`src/rtl/unidade_controle_if.sv`:
```
// Control-unit <-> datapath bundle.
// master: control unit side. It receives the instruction register and the ULA flags, and it
//         drives every enable, mux select and status output.
// slave:  datapath (or bench) side. The directions are mirrored.
// Signals:
//   instr, flag_igual, flag_menor, flag_maior_u             datapath -> control
//   ir_we, pc_we, escolhe_constantePC, pc_src, WeR, WeM,
//   sel_dinR, soma_ou_subtrai, subtraindo, imediato,
//   sel_a_pc, sel_imm, halted, erro, instret                control -> datapath
interface unidade_controle_if #(
  parameter int unsigned CONT_W = 32
);
  logic [31:0]       instr;
  logic              flag_igual;
  logic              flag_menor;
  logic              flag_maior_u;
  logic              ir_we;
  logic              pc_we;
  logic              escolhe_constantePC;
  logic              pc_src;
  logic              WeR;
  logic              WeM;
  logic [1:0]        sel_dinR;
  logic              soma_ou_subtrai;
  logic              subtraindo;
  logic              imediato;
  logic              sel_a_pc;
  logic [2:0]        sel_imm;
  logic              halted;
  logic              erro;
  logic [CONT_W-1:0] instret;

  modport master (
    input  instr, flag_igual, flag_menor, flag_maior_u,
    output ir_we, pc_we, escolhe_constantePC, pc_src, WeR, WeM, sel_dinR,
           soma_ou_subtrai, subtraindo, imediato, sel_a_pc, sel_imm, halted, erro, instret
  );

  modport slave (
    output instr, flag_igual, flag_menor, flag_maior_u,
    input  ir_we, pc_we, escolhe_constantePC, pc_src, WeR, WeM, sel_dinR,
           soma_ou_subtrai, subtraindo, imediato, sel_a_pc, sel_imm, halted, erro, instret
  );
endinterface

```
`src/rtl/unidade_controle.sv`:
```
// Multicycle RISC-V control unit. It steps the datapath through fetch, decode, execute,
// memory and writeback, counts retired instructions, and halts on ecall or on an
// unsupported encoding.
// Ports:
//   clk    rising-edge clock
//   rst_n  asynchronous active-low reset; every output is held at 0 while it is low
//   bus    unidade_controle_if.master (instruction/flags in, controls/status out)
module unidade_controle #(
  parameter logic [31:0] HALT_INSTR = 32'h00000073,
  parameter int unsigned CONT_W     = 32
) (
  input logic               clk,
  input logic               rst_n,
  unidade_controle_if.master bus
);

  typedef enum logic [2:0] {
    StBusca, StDecod, StExec, StMem, StWb, StDesvio, StSalto, StHalt
  } state_e;

  // Immediate format selects
  localparam logic [2:0] ImmI = 3'd0;
  localparam logic [2:0] ImmS = 3'd1;
  localparam logic [2:0] ImmB = 3'd2;
  localparam logic [2:0] ImmJ = 3'd3;
  localparam logic [2:0] ImmU = 3'd4;

  state_e            state_q, state_d;
  logic [CONT_W-1:0] instret_q, instret_d;
  logic              erro_q, erro_d;

  logic [6:0] opcode;
  logic [2:0] funct3;
  logic [6:0] funct7;
  logic       rd_zero;
  logic       is_lw, is_sw, is_addi, is_add_sub, is_auipc, is_branch, is_jal, is_jalr;
  logic       add_sub_ok, branch_ok, taken;

  assign opcode  = bus.instr[6:0];
  assign funct3  = bus.instr[14:12];
  assign funct7  = bus.instr[31:25];
  assign rd_zero = (bus.instr[11:7] == 5'd0);

  assign is_lw      = (opcode == 7'b0000011);
  assign is_sw      = (opcode == 7'b0100011);
  assign is_addi    = (opcode == 7'b0010011);
  assign is_add_sub = (opcode == 7'b0110011);
  assign is_auipc   = (opcode == 7'b0010111);
  assign is_branch  = (opcode == 7'b1100011);
  assign is_jal     = (opcode == 7'b1101111);
  assign is_jalr    = (opcode == 7'b1100111);

  assign add_sub_ok = (funct7 == 7'b0000000) || (funct7 == 7'b0100000);
  assign branch_ok  = (funct3 != 3'b010) && (funct3 != 3'b011);

  always_comb begin
    taken = 1'b0;
    unique case (funct3)
      3'b000:  taken = bus.flag_igual;
      3'b001:  taken = !bus.flag_igual;
      3'b100:  taken = bus.flag_menor;
      3'b101:  taken = !bus.flag_menor;
      3'b110:  taken = !bus.flag_igual && !bus.flag_maior_u; // unsigned a < b
      3'b111:  taken = bus.flag_igual || bus.flag_maior_u;   // unsigned a >= b
      default: taken = 1'b0;
    endcase
  end

  always_ff @(posedge clk or negedge rst_n) begin
    if (!rst_n) begin
      state_q   <= StBusca;
      instret_q <= '0;
      erro_q    <= 1'b0;
    end else begin
      state_q   <= state_d;
      instret_q <= instret_d;
      erro_q    <= erro_d;
    end
  end

  always_comb begin
    state_d                 = state_q;
    instret_d               = instret_q;
    erro_d                  = erro_q;
    bus.ir_we               = 1'b0;
    bus.pc_we               = 1'b0;
    bus.escolhe_constantePC = 1'b0;
    bus.pc_src              = 1'b0;
    bus.WeR                 = 1'b0;
    bus.WeM                 = 1'b0;
    bus.sel_dinR            = 2'd0;
    bus.soma_ou_subtrai     = 1'b0;
    bus.subtraindo          = 1'b0;
    bus.imediato            = 1'b0;
    bus.sel_a_pc            = 1'b0;
    bus.sel_imm             = ImmI;
    bus.halted              = 1'b0;

    // The ULA setup for the EXEC-class instructions stays stable through MEM and WB
    if (state_q inside {StExec, StMem, StWb}) begin
      bus.soma_ou_subtrai = 1'b1;
      bus.subtraindo      = is_add_sub & bus.instr[30];
      bus.imediato        = !is_add_sub;
      bus.sel_a_pc        = is_auipc;
      if (is_sw)         bus.sel_imm = ImmS;
      else if (is_auipc) bus.sel_imm = ImmU;
      else               bus.sel_imm = ImmI;
    end

    unique case (state_q)
      StBusca: begin
        bus.ir_we = 1'b1;
        state_d   = StDecod;
      end
      StDecod: begin
        if (bus.instr == HALT_INSTR) begin
          state_d = StHalt;
        end else if (is_lw || is_sw || is_addi || is_auipc || (is_add_sub && add_sub_ok)) begin
          state_d = StExec;
        end else if (is_branch && branch_ok) begin
          state_d = StDesvio;
        end else if (is_jal || is_jalr) begin
          state_d = StSalto;
        end else begin
          state_d = StHalt;
          erro_d  = 1'b1;
        end
      end
      StExec: begin
        state_d = (is_lw || is_sw) ? StMem : StWb;
      end
      StMem: begin
        if (is_sw) begin
          bus.WeM   = 1'b1;
          bus.pc_we = 1'b1;
          instret_d = instret_q + 1'b1;
          state_d   = StBusca;
        end else begin
          state_d = StWb;
        end
      end
      StWb: begin
        bus.WeR      = !rd_zero;
        bus.sel_dinR = is_lw ? 2'd1 : 2'd0;
        bus.pc_we    = 1'b1;
        instret_d    = instret_q + 1'b1;
        state_d      = StBusca;
      end
      StDesvio: begin
        bus.soma_ou_subtrai     = 1'b1;
        bus.subtraindo          = 1'b1;
        bus.imediato            = 1'b0;
        bus.sel_imm             = ImmB;
        bus.pc_we               = 1'b1;
        bus.escolhe_constantePC = taken;
        instret_d               = instret_q + 1'b1;
        state_d                 = StBusca;
      end
      StSalto: begin
        bus.WeR                 = !rd_zero;
        bus.sel_dinR            = 2'd2;
        bus.pc_we               = 1'b1;
        bus.escolhe_constantePC = 1'b1;
        bus.soma_ou_subtrai     = is_jalr;
        bus.imediato            = is_jalr;
        bus.sel_imm             = is_jalr ? ImmI : ImmJ;
        bus.pc_src              = is_jalr;
        instret_d               = instret_q + 1'b1;
        state_d                 = StBusca;
      end
      StHalt: begin
        bus.halted = 1'b1;
      end
      default: state_d = StBusca;
    endcase

    // Reset gates the outputs combinationally, so an in-flight write dies the instant rst_n falls
    if (!rst_n) begin
      bus.ir_we               = 1'b0;
      bus.pc_we               = 1'b0;
      bus.escolhe_constantePC = 1'b0;
      bus.pc_src              = 1'b0;
      bus.WeR                 = 1'b0;
      bus.WeM                 = 1'b0;
      bus.sel_dinR            = 2'd0;
      bus.soma_ou_subtrai     = 1'b0;
      bus.subtraindo          = 1'b0;
      bus.imediato            = 1'b0;
      bus.sel_a_pc            = 1'b0;
      bus.sel_imm             = ImmI;
      bus.halted              = 1'b0;
    end
  end

  assign bus.erro    = erro_q & rst_n;
  assign bus.instret = rst_n ? instret_q : '0;

endmodule

```
`src/flat_wrapper.sv`:
```
// flat-port wrapper written by rule: the top's interface ports become plain ports
module unidade_controle_flat 
#(
  parameter logic [31:0] HALT_INSTR = 32'h00000073,
  parameter int unsigned CONT_W     = 32
)
  (clk, rst_n, bus_instr, bus_flag_igual, bus_flag_menor, bus_flag_maior_u, bus_ir_we, bus_pc_we, bus_escolhe_constantePC, bus_pc_src, bus_WeR, bus_WeM, bus_sel_dinR, bus_soma_ou_subtrai, bus_subtraindo, bus_imediato, bus_sel_a_pc, bus_sel_imm, bus_halted, bus_erro, bus_instret);
  unidade_controle_if #(.CONT_W(CONT_W)) bus_i ();
  input logic clk;
  input logic rst_n;
  input wire logic [$bits(bus_i.instr)-1:0] bus_instr;
  input wire logic [$bits(bus_i.flag_igual)-1:0] bus_flag_igual;
  input wire logic [$bits(bus_i.flag_menor)-1:0] bus_flag_menor;
  input wire logic [$bits(bus_i.flag_maior_u)-1:0] bus_flag_maior_u;
  output wire logic [$bits(bus_i.ir_we)-1:0] bus_ir_we;
  output wire logic [$bits(bus_i.pc_we)-1:0] bus_pc_we;
  output wire logic [$bits(bus_i.escolhe_constantePC)-1:0] bus_escolhe_constantePC;
  output wire logic [$bits(bus_i.pc_src)-1:0] bus_pc_src;
  output wire logic [$bits(bus_i.WeR)-1:0] bus_WeR;
  output wire logic [$bits(bus_i.WeM)-1:0] bus_WeM;
  output wire logic [$bits(bus_i.sel_dinR)-1:0] bus_sel_dinR;
  output wire logic [$bits(bus_i.soma_ou_subtrai)-1:0] bus_soma_ou_subtrai;
  output wire logic [$bits(bus_i.subtraindo)-1:0] bus_subtraindo;
  output wire logic [$bits(bus_i.imediato)-1:0] bus_imediato;
  output wire logic [$bits(bus_i.sel_a_pc)-1:0] bus_sel_a_pc;
  output wire logic [$bits(bus_i.sel_imm)-1:0] bus_sel_imm;
  output wire logic [$bits(bus_i.halted)-1:0] bus_halted;
  output wire logic [$bits(bus_i.erro)-1:0] bus_erro;
  output wire logic [$bits(bus_i.instret)-1:0] bus_instret;
  assign bus_i.instr = bus_instr;
  assign bus_i.flag_igual = bus_flag_igual;
  assign bus_i.flag_menor = bus_flag_menor;
  assign bus_i.flag_maior_u = bus_flag_maior_u;
  assign bus_ir_we = bus_i.ir_we;
  assign bus_pc_we = bus_i.pc_we;
  assign bus_escolhe_constantePC = bus_i.escolhe_constantePC;
  assign bus_pc_src = bus_i.pc_src;
  assign bus_WeR = bus_i.WeR;
  assign bus_WeM = bus_i.WeM;
  assign bus_sel_dinR = bus_i.sel_dinR;
  assign bus_soma_ou_subtrai = bus_i.soma_ou_subtrai;
  assign bus_subtraindo = bus_i.subtraindo;
  assign bus_imediato = bus_i.imediato;
  assign bus_sel_a_pc = bus_i.sel_a_pc;
  assign bus_sel_imm = bus_i.sel_imm;
  assign bus_halted = bus_i.halted;
  assign bus_erro = bus_i.erro;
  assign bus_instret = bus_i.instret;
  unidade_controle #(.HALT_INSTR(HALT_INSTR), .CONT_W(CONT_W)) u_core (.clk(clk), .rst_n(rst_n), .bus(bus_i));
endmodule
```
`config.mk`:
```
export PLATFORM = sky130hd
export DESIGN_NAME = unidade_controle_flat
export DESIGN_NICKNAME = d
export VERILOG_FILES = /design/src/rtl/unidade_controle_if.sv /design/src/rtl/unidade_controle.sv /design/src/flat_wrapper.sv
export SDC_FILE = /design/constraint.sdc
export NUM_CORES = 1
export LEC_CHECK = 0
export BUFFER_PORTS_ARGS = -buffer_cell sky130_fd_sc_hd__buf_4
export CAP_MARGIN = 10
export CORE_AREA = 5 5 73 88
export CTS_BUF_LIST = sky130_fd_sc_hd__clkbuf_16
export DETAILED_ROUTE_END_ITERATION = 10
export DIE_AREA = 0 0 78 93
export GPL_TIMING_DRIVEN = 0
export PLACE_DENSITY = 0.76
export REMOVE_ABC_BUFFERS = 1
export SLEW_MARGIN = 25
export SYNTH_ARGS = -nofsm -noshare
export SYNTH_HDL_FRONTEND = slang
export SYNTH_SLANG_ARGS = --single-unit
```
`constraint.sdc`:
```
create_clock -name clk -period 7.3 [get_ports clk]
set_clock_uncertainty 0.2 [all_clocks]
set_input_delay 2.19 -clock clk [delete_from_list [all_inputs] [get_ports clk]]
set_output_delay 2.19 -clock clk [all_outputs]
set_load 0.01 [all_outputs]
```
* Word-level counts from Yosys, hierarchy flattened
Cells that the tools add are included.
** Storage, ports and cells
- Flip-flop bits (word level) :: 36
- Output and inout bits :: 49
- Logic and storage cells :: 108
- Bits of input ports :: 37
** Cells by class
- Equal/unequal tests :: 25
- $add $sub $neg :: 1
- Muxes and demuxes :: 46
- Reduce and logical (&&, ||, !) cells :: 27
- Bitwise operators :: 6
** Operators by type and width (number)
- $mux W32 :: 2
- $pmux W32 S2 :: 1
- $add A32 B1 Y32 const B :: 1
- $eq A32 B7 Y1 const B :: 1
- $mux W3 :: 9
- $eq A3 B3 Y1 const B :: 8
- $mux W1 :: 24
- $eq A7 B6 Y1 const B :: 3
- $eq A7 B7 Y1 const B :: 3
- $pmux W3 S5 :: 1
- $eq A7 B5 Y1 const B :: 2
- $pmux W1 S2 :: 4
- $eq A7 B2 Y1 const B :: 1
- $logic_not A7 Y1 :: 1
- $logic_or A1 B1 Y1 :: 7
- $eq A3 B1 Y1 const B :: 2
- $eq A3 B2 Y1 const B :: 2
- $logic_not A3 Y1 :: 2
- $ne A3 B2 Y1 const B :: 2
- $pmux W1 S6 :: 1
- $pmux W3 S2 :: 1
- $logic_not A1 Y1 :: 5
- $logic_not A5 Y1 :: 1
- $reduce_and A5 Y1 :: 1
- other kinds (12) :: 20

* Depth between registers and ports, before layout
Gate-level depths: netlist of the first run.
- Depth in word-level cells :: 8
- Mapped depth :: 7
- Depth with buffers taken out :: 6

* Worst setup path after synthesis of the first run
Ideal clock, no wire load.
- Path kind :: input port to output port
- Start point :: input bus_instr[3]
- End point :: output bus_subtraindo
- Slack :: 1.665 ns
- Arrival time :: 3.245 ns
- Required time :: 4.910 ns
- Buffers on the path :: 0
- Stages :: 5
- Cell sequence :: nand4bb_1 nor3_1 a21oi_1 nand3b_1 a21boi_0
** Between the ends
- Longest elaborated chain between the ends :: 5
** RTL lines
- start, declared :: RTL line flat_wrapper.sv:11 : input wire logic [$bits(bus_i.instr)-1:0] bus_instr;
- $eq A7 B6 Y1 :: RTL line unidade_controle.sv:47 : assign is_add_sub = (opcode == 7'b0110011);
- $and A1 B1 Y1 :: RTL line unidade_controle.sv:102 : bus.subtraindo = is_add_sub & bus.instr[30];
- $mux W1 :: RTL line unidade_controle.sv:100 : if (state_q inside {StExec, StMem, StWb}) begin
- $mux W1 :: RTL line unidade_controle.sv:110 : unique case (state_q)
- $mux W1 :: RTL line unidade_controle.sv:178 : if (!rst_n) begin
- end, declared :: RTL line flat_wrapper.sv:23 : output wire logic [$bits(bus_i.subtraindo)-1:0] bus_subtraindo;
Every way passes these cells.

* Worst setup path after layout of the first run
- Start point :: input rst_n
- End point :: output bus_sel_dinR[0]
** Between the ends
- Longest elaborated chain between the ends :: 1
** RTL lines
- start, declared :: RTL line flat_wrapper.sv:10 : input logic rst_n;
- $mux W2 :: RTL line unidade_controle.sv:178
- end, declared :: RTL line flat_wrapper.sv:21 : output wire logic [$bits(bus_i.sel_dinR)-1:0] bus_sel_dinR;
Every way passes these cells.

==> flow_metrics.py, run 1 <==
metrics = {
    "power": {
        "p_sw_w": 0.000225,
        "p_total_w": 0.000677,
        "vdd_drop_max_v": 0.000102,
        "leakagePower_nw": 1.60,
        "power.share.clock": 0.294,
        "power_density_nw_per_um2": 214,
        "p_int_w": 0.000452,
        "seq_power_share": 0.398,
        "switching_share": 0.333,
        "comb_power_share": 0.309,
    },
    "critical_path": {
        "worstSetupStartpoint": "rst_n",
        "r2r-end": "u_core.instret_q[31]$_DFFE_PN0P_",
        "cpMostUsedCell": "buf_4",
        "r2r_slack_ns": 4.75,
        "path_class": "input pin to output port",
        "endpoint": "bus_sel_dinR[0]",
        "worstReg2RegStart": "u_core.state_q[2]$_DFFE_PN0P_",
        "crit_path_cell_trace": "buf_4 -> nand2_1 -> or2_2 -> nor4b_1 -> buf_4",
        "startpoint_type": "input pin",
        "end_kind": "output port",
        "reg2reg_depth": 5,
        "cp_slowest_cell": "buf_4",
        "critPathArrivalTime_ns": 3.94,
        "critPathRequiredTime_ns": 4.91,
        "slowest_delay_ns": 0.56,
        "crit_path_max_fanout": 79,
    },
    "timing": {
        "slew_violations": 0,
        "maxSlewHeadroom": 0.336,
        "hold_viol": 0,
        "tightestPinTransition_ns": 0.996,
        "timing.fmax_mhz": 158,
        "period_share": 0.868,
        "setup_ws_ns": 0.967,
        "grt_setup_unrepaired": "no",
        "finalSetupViolations": 0,
        "fin_setup_tns_ns": 0,
        "fin_crit_ns": 6.33,
    },
    "synth": {
        "synth_area_leaders": "dfrtp_1, and2_1, xnor2_1, xor2_1, nor2_1",
        "synth-seq-cells": 36,
        "yosysTopAreaCell": "dfrtp_1",
        "ys_types": 47,
        "synth_flop_cell": "dfrtp_1",
        "yosysSeqAreaShare": 0.382,
        "async_reset_ff_frac": 1.00,
        "synth-edff-count": 0,
        "yosysWarnings": 0,
        "netlist_area_um2": 2360,
        "netlist_instances": 266,
        "syn_avg_cell_area_um2": 8.87,
        "yosys.area.top_type_share": 0.382,
    },
    "detailed_routing": {
        "drtPass1Iterations": 4,
        "topRoutingLayerUsed": "met4",
        "wl_per_cell_um": 14.0,
        "wl_met3_um": 407,
        "remaining_drc_errors": 0,
        "wl_met1_um": 2370,
        "met2_length_um": 2870,
        "via_per_inst": 5.33,
        "drt_iter0_drc": 54,
        "routed_wl_um": 5740,
        "dr_total_vias": 2186,
        "ant_nets": 0,
    },
    "floorplan": {
        "initial_core_util": 0.428,
        "die_area_um2": 7250,
        "die_width_um": 78,
        "rows": 30,
        "core_area_um2": 5520,
        "boundaryPins": 86,
        "fp.dieH_um": 93,
    },
    "place": {
        "port_buffers": 85,
        "pre_cts_ws_ns": 0.992,
        "routabilityCongestion": 0.820,
        "dp_hpwl_um": 4340,
    },
    "hold_path": {
        "min_from": "u_core.instret_q[31]$_DFFE_PN0P_",
        "hold_class": "flip-flop to flip-flop",
    },
    "global_routing": {
        "grt_pass1_wl_um": 9510,
        "grt_pass1_vias": 2166,
        "grt_use_total": 0.157,
        "grt_max_degree": 80,
        "antenna_found_initial": 0,
        "gr-total-overflow": 0,
    },
    "run_status": {
        "status": "finished clean",
    },
    "clocking": {
        "path_clk_slew_ns": 0.05,
        "cts_buffers": 5,
        "clockRootBuffer": "clkbuf_16",
        "cts_hold_buf": 0,
        "clockBufferDepth": 2,
        "h-tree-depth": 2,
        "clock_latency_ns": 0.28,
        "postCtsResizedCells": 0,
        "cts_tree": "yes",
        "postCtsSetupRepairBufs": 0,
        "clkSinkCount": 36,
    },
    "finish": {
        "drive_gt1_frac": 0.292,
        "seqCellArea_um2": 901,
        "fin_nets": 384,
        "diodes": 0,
        "final_util": 0.573,
        "syn_to_final_growth_pct": 34.0,
        "multiInputGateArea_um2": 1390,
        "fillerInstances": 515,
    },
    "run": {
        "drv_cap": 0,
    },
}
==> power by group through the flow <==
stage               Combinational [W]  Clock, W  Sequential, W
global placement             0.000205         0       0.000270
finish                       0.000209  0.000199       0.000269
detailed placement           0.000210         0       0.000272
global route                 0.000231  0.000214       0.000276
CTS                          0.000211  0.000203       0.000269
floorplan                    0.000130         0       0.000259
==> cell families after synthesis <==
kind of cell,Yosys count,synth area share
buf+inv,16,0.0276
mux,3,0.0138
xor+xnor,33,0.122
compound gates,23,0.0615
simple gates,154,0.388
fa+ha+maj,1,0.00530
flops,36,0.382
==> sequential cells by signal, indices dropped and copies added, names as in the netlist <==
signal	flops
u_core.erro_q	1
u_core.instret_q	32
u_core.state_q	3
==> worst max-delay path, delay by kind of cell <==
kind / cells / cell delay [ns]
buf+inv: 2 / 0.75
simple gates: 3 / 0.96
==> metal layers <==
layer / vias up / GRT usage
met5: - / 0
li1: 1076 / -
met3: 9 / 0.0434
met1: 1028 / 0.182
met4: 0 / 0.0507
met2: 73 / 0.276
==> Yosys cell counts (2+ instances only) <==
master    instances
a21boi_0          2
a21o_1            2
a21oi_1           6
and2_1           34
and3_1            8
and3b_1           2
and4_1            4
buf_2             3
clkbuf_1          8
dfrtp_1          36
inv_1             4
mux2_2            2
nand2_1          19
nand2b_1          5
nand3_1          13
nand3b_1          3
nand4_1           6
nand4b_2          2
nor2_1           28
nor2b_1           4
nor3_1            7
nor4_1            5
o21ai_0           6
o22ai_1           2
or4_1             2
xnor2_1          17
xor2_1           16
==> cell usage in the layout, fill, tap and decap left out, drive strengths merged, types with 2 or more instances in the layout <==
master / n
buf: 85
dfrtp: 36
and2: 34
nor2: 28
nand2: 19
xnor2: 17
xor2: 16
nand3: 14
and3: 8
nor3: 8
nand4: 7
a21oi: 6
o21ai: 6
nor4: 6
inv: 5
nand2b: 5
clkbuf: 5
nor2b: 4
and4: 4
nand4b: 4
nand3b: 3
and3b: 2
a21boi: 2
mux2: 2
o22ai: 2
or4: 2
a21o: 2
==> stage by stage <==
| stage | cell area (um^2) | std cells | hold WS [ns] |
|---|---|---|---|
| 6_report | 3160 | 410 | 0.261 |
| 5_1_grt | 3160 | 410 | 0.278 |
| 4_1_cts | 3160 | 410 | 0.267 |
| 3_5_place_dp | 3030 | 403 | 0.255 |
| 3_3_place_gp | 3030 | 403 | 0.255 |
| 2_1_floorplan | 2310 | 254 | 0.237 |
==> worst min-delay path by stage <==
stage / slack (ns) / to / cells after the start
2_1_floorplan: 0.24 / u_core.instret_q[31]$_DFFE_PN0P_ / 1
3_3_place_gp: 0.26 / u_core.instret_q[31]$_DFFE_PN0P_ / 1
3_5_place_dp: 0.26 / u_core.instret_q[31]$_DFFE_PN0P_ / 1
4_1_cts: 0.27 / u_core.instret_q[31]$_DFFE_PN0P_ / 1
5_1_grt: 0.28 / u_core.instret_q[31]$_DFFE_PN0P_ / 1
6_report: 0.26 / u_core.instret_q[31]$_DFFE_PN0P_ / 1
==> cell type report <==
class | instances | share of cell area
inverters | 4 | 0.00475
clock buffers | 5 | 0.0396
clock inverters | 2 | 0.00277
multi-input cells | 214 | 0.441
well taps | 64 | 0.0253
flip-flops and latches | 36 | 0.285
repair buffers | 85 | 0.202
No activity file was read; power rests on OpenSTA's default activity.
==> inputs of run 2 (changes only) <==
ABC_AREA = 1   (was default)
CORE_AREA = 5 5 83 100   (was 5 5 73 88)
DIE_AREA = 0 0 88 105   (was 0 0 78 93)
PLACE_DENSITY = 0.74   (was 0.76)
==> run 2 against run 1 <==
Effect of this change:
- worst hold slack better by 0.012 ns
- critical path depth grew 4
- fmax shrank 1.0%
- critical path type unchanged
- setup slack got worse by 0.067 ns
- synthesized cell count grew 110%
- cell area grew 24%
- core utilization is 2.9 points lower
- count of clock-buffer cells in the layout stayed put
- via count up 55%
- sequential share of layout area decreased by 5.5 points
- synthesized area grew 33%
==> flow_metrics.py, run 2 <==
metrics = {
    "run_status": {
        "status": "finished clean",
    },
    "floorplan": {
        "die_width_um": 88,
        "core_area_um2": 7190,
        "rows": 34,
        "boundaryPins": 86,
        "initial_core_util": 0.437,
        "fp.dieH_um": 105,
        "die_area_um2": 9240,
    },
    "detailed_routing": {
        "drt_iter0_drc": 171,
        "routed_wl_um": 8210,
        "drtPass1Iterations": 4,
        "wl_per_cell_um": 11.4,
        "dr_total_vias": 3385,
        "ant_nets": 0,
        "remaining_drc_errors": 0,
        "via_per_inst": 4.71,
    },
    "power": {
        "vdd_drop_max_v": 0.000131,
        "leakagePower_nw": 2.22,
        "p_total_w": 0.000706,
        "power_density_nw_per_um2": 180,
    },
    "clocking": {
        "clock_latency_ns": 0.28,
        "postCtsResizedCells": 0,
        "cts_hold_buf": 0,
        "path_clk_slew_ns": 0.05,
        "clockRootBuffer": "clkbuf_16",
        "h-tree-depth": 2,
        "cts_tree": "yes",
        "clkSinkCount": 36,
        "postCtsSetupRepairBufs": 0,
        "cts_buffers": 5,
        "clockBufferDepth": 2,
    },
    "finish": {
        "diodes": 0,
        "drive_gt1_frac": 0.178,
        "top_register": "u_core.instret_q",
        "largest_reg_flops": 32,
        "final_common_cell": "nand2_1",
        "reg.largest.list": "u_core.instret_q (32), u_core.state_q (3), u_core.erro_q (1)",
        "fin_nets": 669,
        "syn_to_final_growth_pct": 24.5,
        "layout_common_cells": "nand2_1, buf_4, inv_1",
    },
    "synth": {
        "ys_types": 28,
        "synth_area_leaders": "dfrtp_1, nand2_1, inv_1, nor2_1, nand3_1",
        "yosysTopAreaCell": "dfrtp_1",
        "syn_avg_cell_area_um2": 5.69,
        "synth-seq-cells": 36,
        "synth-edff-count": 0,
        "synth_common_cells": "nand2_1, inv_1, nor2_1",
        "post-synth-top-count-cell": "nand2_1",
        "netlist_area_um2": 3140,
        "yosysWarnings": 0,
        "async_reset_ff_frac": 1.00,
        "netlist_instances": 552,
        "yosys.area.top_type_share": 0.287,
        "synth_flop_cell": "dfrtp_1",
        "yosysSeqAreaShare": 0.287,
    },
    "timing": {
        "hold_viol": 0,
        "fin_crit_ns": 6.40,
        "maxSlewHeadroom": 0.496,
        "timing.fmax_mhz": 156,
        "fin_setup_tns_ns": 0,
        "finalSetupViolations": 0,
        "period_share": 0.877,
        "grt_setup_unrepaired": "no",
        "tightestPinTransition_ns": 0.756,
        "slew_violations": 0,
    },
    "global_routing": {
        "gr-total-overflow": 0,
        "antenna_found_initial": 0,
        "grt_use_total": 0.187,
        "grt_pass1_vias": 3235,
        "grt_pass1_wl_um": 14200,
        "grt_max_degree": 75,
    },
    "critical_path": {
        "r2r_slack_ns": 5.04,
        "critPathRequiredTime_ns": 4.91,
        "cp_top_family": "simple AND/OR/NAND/NOR gates",
        "crit_path_max_fanout": 39,
        "critPathArrivalTime_ns": 4.01,
        "slowest_delay_ns": 0.53,
        "startpoint_type": "input pin",
        "cp_slowest_cell": "nand2_2",
        "end_kind": "output port",
        "path_class": "input pin to output port",
        "crit_path_cell_trace": "buf_4 -> inv_2 -> nand2_1 -> nor2_4 -> nand4_2 -> nand2_2 -> inv_2 -> nor2_1 -> buf_4",
        "crit_buf_inv": 4,
    },
    "hold_path": {
        "hold_class": "flip-flop to flip-flop",
    },
    "place": {
        "port_buffers": 85,
        "routabilityCongestion": 0.926,
        "dp_hpwl_um": 6670,
    },
    "run": {
        "drv_cap": 0,
    },
}
run 2: final timing paths:
check	startpoint	end	depth (start not counted)
min in group asynchronous	rst_n	u_core.instret_q[21]$_DFFE_PN0P_	1
worst min register to register	u_core.erro_q$_DFFE_PN0P_	u_core.erro_q$_DFFE_PN0P_	2
max in group asynchronous	rst_n	u_core.instret_q[16]$_DFFE_PN0P_	1
worst max register to register	u_core.state_q[2]$_DFFE_PN0P_	u_core.instret_q[2]$_DFFE_PN0P_	6
worst max-delay path	bus_instr[2]	bus_pc_we	9
worst min-delay path	u_core.erro_q$_DFFE_PN0P_	u_core.erro_q$_DFFE_PN0P_	2
run 2: metal layers:
metal	GRT usage	vias up	routed length, um
li1	-	1815	-
met4	0.0724	0	207
met2	0.327	86	4060
met5	0	-	0
met3	0.0370	17	452
met1	0.221	1467	3490
run 2: cells by family (layout without fill, tap and decap cells):
family,after synthesis,count (layout),share of synthesized area
AO/OA/AOI/OAI,20,20,0.0343
XOR/XNOR,12,12,0.0335
adder cells (fa/ha/maj),1,1,0.00398
buffers and inverters,98,175,0.135
flip-flops,36,36,0.287
AND/OR/NAND/NOR,385,385,0.507
run 2: metrics by stage:
stage / utilization / hold WS, ns / worst slack [ns] / std cells / area [um^2]
2_1_floorplan: - / 0.234 / 1.52 / 539 / 3040
3_3_place_gp: 0.527 / 0.251 / 0.900 / 714 / 3790
3_5_place_dp: 0.527 / 0.260 / 0.871 / 714 / 3790
4_1_cts: 0.544 / 0.276 / 0.848 / 719 / 3910
5_1_grt: 0.544 / 0.289 / 0.671 / 719 / 3910
6_report: 0.544 / 0.273 / 0.901 / 719 / 3910
run 2: layout make-up:
type | instances | area (um^2)
Fill cell | 768 | 3280
Multi-Input combinational cell | 418 | 1820
Sequential cell | 36 | 901
Timing Repair Buffer | 85 | 638
Inverter | 85 | 319
Clock buffer | 5 | 125
Tap cell | 90 | 113
run 2: worst reg2reg max path, stage by stage (launching register included):
cell	delay (ns)
dfrtp_1	0.49
nor2_4	0.16
nand4_2	0.11
nand2_2	0.53
inv_2	0.40
nand2_1	0.15
o21ai_0	0.09
run 2: where the power goes:
group / switching, W / total [W] / leakage (nW) / internal [W]
Sequential: 0.0000355 / 0.000257 / 0.487 / 0.000221
Clock: 0.0000732 / 0.000194 / 0.0616 / 0.000120
Combinational: 0.000166 / 0.000256 / 1.67 / 0.0000898
Total: 0.000275 / 0.000706 / 2.22 / 0.000431
